===== config.mk =====
export PLATFORM = sky130hd
export DESIGN_NAME = div_seq
export DESIGN_NICKNAME = d
export VERILOG_FILES = /design/src/rtl/div_seq.sv
export SDC_FILE = /design/constraint.sdc
export NUM_CORES = 1
export LEC_CHECK = 0
export ABC_AREA = 0
export BUFFER_PORTS_ARGS = -buffer_cell sky130_fd_sc_hd__buf_4
export CORE_MARGIN = 2
export CORE_UTILIZATION = 66
export CTS_BUF_LIST = sky130_fd_sc_hd__clkbuf_8 sky130_fd_sc_hd__clkbuf_16
export CTS_CLUSTER_DIAMETER = 120
export CTS_CLUSTER_SIZE = 12
export DETAILED_ROUTE_END_ITERATION = 10
export PLACE_DENSITY = 0.95
export RECOVER_POWER = 25
export SETUP_SLACK_MARGIN = 0.05
export SYNTH_ARGS = -nofsm -noshare
export SYNTH_HDL_FRONTEND = slang
export SYNTH_SLANG_ARGS = --single-unit

===== constraint.sdc =====
create_clock -name clk -period 8.7 [get_ports clk]
set_input_delay 1.74 -clock clk [delete_from_list [all_inputs] [get_ports clk]]
set_output_delay 1.74 -clock clk [all_outputs]
set_load 0.01 [all_outputs]

===== src/rtl/div_seq.sv =====
// div_seq: RV32M DIV/DIVU/REM/REMU radix-2 restoring sequencer (ports clk rst req_valid/req_ready func din1 din2 kill busy res_valid dout), optional DIV_REUSE_EN result cache
module div_seq #(
  parameter int XLEN  = 32,
  parameter int CNT_W = 5
) (
  input  logic            clk,
  input  logic            rst,
  input  logic            req_valid,
  output logic            req_ready,
  input  logic [2:0]      func,
  input  logic [XLEN-1:0] din1,
  input  logic [XLEN-1:0] din2,
  input  logic            kill,
  output logic            busy,
  output logic            res_valid,
  output logic [XLEN-1:0] dout
);
  localparam logic [XLEN-1:0] MIN = {1'b1, {(XLEN-1){1'b0}}};
  typedef enum logic [1:0] {IDLE, CALC, DONE} state_t;
  state_t state;
  logic is_rem, neg_q, neg_r, sgn, div0, ovf, hit, accept;
  logic [XLEN-1:0] dvs, q, rem, dout_r, a_abs, b_abs, q_fix, r_fix, res_fix, sp_q, sp_r, c_q, c_r;
  logic [XLEN:0] shl, diff;
  logic [CNT_W-1:0] cnt;
`ifdef DIV_REUSE_EN
  logic cache_valid, c_s, op_s;
  logic [XLEN-1:0] c_a, c_b, op_a, op_b;
  assign hit = cache_valid && din1 == c_a && din2 == c_b && func[0] == c_s;
`else
  assign hit = 1'b0;
  assign c_q = '0;
  assign c_r = '0;
`endif
  always_comb begin
    sgn = !func[0];
    a_abs = sgn && din1[XLEN-1] ? -din1 : din1;
    b_abs = sgn && din2[XLEN-1] ? -din2 : din2;
    div0 = din2 == '0;
    ovf = sgn && din1 == MIN && &din2;
    accept = state == IDLE && req_valid && !kill && func[2];
    sp_q = hit ? c_q : div0 ? '1 : MIN;
    sp_r = hit ? c_r : div0 ? din1 : '0;
    shl = {rem, q[XLEN-1]};
    diff = shl - {1'b0, dvs};
    q_fix = neg_q ? -q : q;
    r_fix = neg_r ? -rem : rem;
    res_fix = is_rem ? r_fix : q_fix;
    req_ready = state == IDLE;
    busy = state != IDLE;
    res_valid = state == DONE && !kill;
    dout = res_valid ? res_fix : dout_r;
  end
  always_ff @(posedge clk) begin
    if (rst) begin
      state <= IDLE;
      is_rem <= 1'b0;
      neg_q <= 1'b0;
      neg_r <= 1'b0;
      dvs <= '0;
      q <= '0;
      rem <= '0;
      cnt <= '0;
      dout_r <= '0;
    end else if (accept) begin
      is_rem <= func[1];
      cnt <= '0;
      if (div0 || ovf || hit) begin
        state <= DONE;
        neg_q <= 1'b0;
        neg_r <= 1'b0;
        q <= sp_q;
        rem <= sp_r;
      end else begin
        state <= CALC;
        neg_q <= sgn && (din1[XLEN-1] ^ din2[XLEN-1]);
        neg_r <= sgn && din1[XLEN-1];
        q <= a_abs;
        rem <= '0;
        dvs <= b_abs;
      end
    end else if (kill) begin
      state <= IDLE;
    end else if (state == CALC) begin
      rem <= diff[XLEN] ? shl[XLEN-1:0] : diff[XLEN-1:0];
      q <= {q[XLEN-2:0], !diff[XLEN]};
      cnt <= cnt + 1'b1;
      if (cnt == CNT_W'(XLEN-1)) state <= DONE;
    end else if (state == DONE) begin
      state <= IDLE;
      dout_r <= res_fix;
    end
  end
`ifdef DIV_REUSE_EN
  always_ff @(posedge clk) begin
    if (rst) begin
      cache_valid <= 1'b0;
      c_s <= 1'b0;
      op_s <= 1'b0;
      c_a <= '0;
      c_b <= '0;
      c_q <= '0;
      c_r <= '0;
      op_a <= '0;
      op_b <= '0;
    end else if (kill) begin
      cache_valid <= 1'b0;
    end else begin
      if (accept) begin
        op_a <= din1;
        op_b <= din2;
        op_s <= func[0];
      end
      if (state == DONE) begin
        cache_valid <= 1'b1;
        c_a <= op_a;
        c_b <= op_b;
        c_s <= op_s;
        c_q <= q_fix;
        c_r <= r_fix;
      end
    end
  end
`endif
endmodule


==> reports/metrics.yaml <==
setup_path:
  timing.rr.end: "rem[11]$_SDFFE_PP0P_"
  critPathRequiredTime_ps: 8860
  worst-setup-path-type: "in -> reg"
  r2r_cells: 14
  cp_max_fo: 86
  cp-end-kind: "register"
  worstSetupStartpointType: "primary input"
  worst_ep_arrival_time_ps: 6240
  timing.rr.start: "q[31]$_SDFFE_PP0P_"
  r2r_slack_ps: 3660
cts:
  worstSkewPairLatency_ps: 440
  clock_path_buffers: 2
  cts_setup_buffers: 0
  numCtsBuffers: 17
  ctsResizeCount: 0
  cts_max_level: 4
  cts_sinks: 138
  clk_pin_slew_ps: 60
  tritoncts: "built"
  ctsRootBufferMaster: "clkbuf_16"
  cts-hold-fix-buffers: 0
floorplan:
  core_um2: 15940
  io_pins: 106
  dieArea_um2: 17370
  die_h_um: 131.8
  initial_core_util_pct: 67.60
  rows: 46
  die_x_um: 131.8
drt:
  firstDrtPassIters: 8
  wl_per_cell_um: 19.89
  vias: 11660
  route.detailed.drc: 0
  drt_iter0_drc: 1460
  wl_um: 34810
  drt-vias-per-instance: 6.661
  ant_nets: 0
power_and_ir_drop:
  p_sw_uw: 730.2
  p_int_mw: 1.410
  p_clk_share_pct: 36.8
  p_leak_nw: 4.768
  share_comb_of_total_power_pct: 30.2
  ir_drop_uv: 146.6
  power_switching_share_pct: 34.12
  p_seq_share_pct: 32.9
  powerDensity_nw_per_um2: 175.0
synth:
  synthTopCellsByCount: "nand2_1, nor2_1, dfxtp_1, a21oi_1, o21ai_0"
  synth.most_common_cell: "nand2_1"
  synth-simple-area-share_pct: 22.92
  synth-xor-area-share_pct: 11.95
  synth_fa_ha_area_share_pct: 5.062
  synth_top_family_by_area: "compound AO/OA/AOI/OAI gates"
  synth_cell_type_count: 62
  ys_warn_count: 0
  ys_ff_latch: 138
  synth-compound-area-share_pct: 25.47
  synth_sequential_area_ratio_pct: 25.64
  yosys.area.top_type_share_pct: 25.64
  synth.largest_area_cell: "dfxtp_1"
  syn_area_um2: 10780
  synth_ff_type: "dfxtp_1"
  muxShareOfSynthArea_pct: 3.739
  syn_area_per_cell_um2: 7.281
  synth_cells: 1480
  ys_async_sr_fraction_pct: 0
  synth_fp_nets: 1594
  synth_area_leaders: "dfxtp_1, xnor2_1, nand2_1"
  synth_edf_count: 0
sta:
  fmax_mhz: 164.5
  hold_violations: 0
  slew_headroom_pct: -162.7
  final-max-slew-violation-count: 123
  skew_ps: 8.871
  period_minus_slack_ps: 6078
  fin_crit_sh_pct: 69.87
  worstMarginPinSlew_ps: 3941
  fin_tns_setup_ps: 0
  finalSetupViolCount: 0
  rsz0062_at_grt: "false"
worst_hold_path:
  hp-class: "reg -> reg"
  hold_end: "dout_r[9]$_SDFFE_PP0P_"
  min_from: "dout_r[9]$_SDFFE_PP0P_"
  min_path_cells: 2
job:
  maxCapViolations: 2
place:
  io_buffers: 105
  dp.cells: 1718
  gp_congestion: 0.9767
  post-dp-hpwl_um: 25030
finish:
  final_nets: 1635
  area_growth_pct: 13.45
  fin_cells: 1750
  drive_gt1_share_pct: 12.45
  diodes: 0
global_routing:
  grt_pass1_vias: 10680
  grt_max_degree: 87
  track_usage_pct: 39.49
  gr-total-overflow: 0
  antenna_found_initial: 0
  grt_pass1_wl_um: 55160
run_status:
  status: "finished with violations"
  violations: "capacitance limit, slew limit"
routing by layer:
layer,track usage [%],routed length [um]
met2,63.44,15610
met4,21.62,2163
met1,49.30,12690
met3,8.958,4348
met5,0,0
worst max-delay path, stage by stage:
cell and delay [ps]:
clkbuf_1 1150, clkbuf_1 2860, or3_1 360, o32ai_1 80
cell usage in the layout (no fill, tap or decap), drive strengths merged, types with 9 or more instances in the layout:
cell and n:
a211oi 43, and2 12, nand2b 13, dfxtp 138, xor2 72, clkbuf 22
o41ai 14, a21o 18, o21ai 114, or4 18, nand2 172, a21oi 128
and3 9, buf 115, mux2i 20, nor2 171, nand3 24, or3 20
nor3 37, mux2 18, nor4 12, a31oi 10, xnor2 75, nor2b 11
a22oi 14, a221oi 20, ha 42, inv 54, nand4 14, o31ai 33
power by group through the flow:
stage	clock network, mW	registers (mW)	logic [mW]
after floorplan	0	0.696	0.465
after global placement	0	0.713	0.608
after detailed placement	0	0.715	0.621
after CTS	0.788	0.701	0.629
after global routing	0.815	0.707	0.701
final	0.788	0.705	0.647
cell families (layout without fill, tap and decap cells):
kind of cell,after synthesis,count (layout)
AO/OA/AOI/OAI,435,435
multiplexers,38,38
flip-flops,138,138
adder cells (fa/ha/maj),43,43
buffers and inverters,149,203
XOR/XNOR,147,147
AND/OR/NAND/NOR,530,530
registers in the layout (all words and copies together) (netlist names):
signal,count
cnt,5
dout_r,32
dvs,32
is_rem,1
neg_q,1
neg_r,1
q,32
rem,32
state,2
worst max-delay path by stage:
stage                                  from                     to  slack [ps]
final                                   rst   rem[14]$_SDFFE_PP0P_        2620
after global routing                    rst   rem[14]$_SDFFE_PP0P_        2350
after CTS                 q[6]$_SDFFE_PP0P_               dout[31]        3080
after detailed placement            din1[6]  state[1]$_SDFFE_PP0P_        3540
after global placement    q[6]$_SDFFE_PP0P_               dout[29]        3610
after floorplan           q[6]$_SDFFE_PP0P_               dout[29]        3720
area by class of cell:
| class | instances | area [um2] |
|---|---|---|
| clock buffers | 18 | 439.2 |
| clock inverters | 14 | 195.2 |
| fillers | 1212 | 3717 |
| inverters | 52 | 195.2 |
| multi-input cells | 1193 | 7483 |
| flip-flops and latches | 138 | 2764 |
| well taps | 216 | 270.3 |
| repair buffers | 119 | 878.3 |
stage by stage:
stage | area (um2) | setup WS (ps) | power [mW] | hold WS (ps) | util (%)
final | 12230 | 2622 | 2.140 | 454.4 | 76.68
after global routing | 12230 | 2351 | 2.222 | 473.1 | 76.68
after CTS | 12240 | 3081 | 2.118 | 452.1 | 76.78
after detailed placement | 11610 | 3542 | 1.336 | 443.9 | 72.80
after global placement | 11610 | 3608 | 1.321 | 439.7 | 72.80
after floorplan | 10780 | 3718 | 1.161 | 433.8 | -
(Power assumes the default switching activity.)
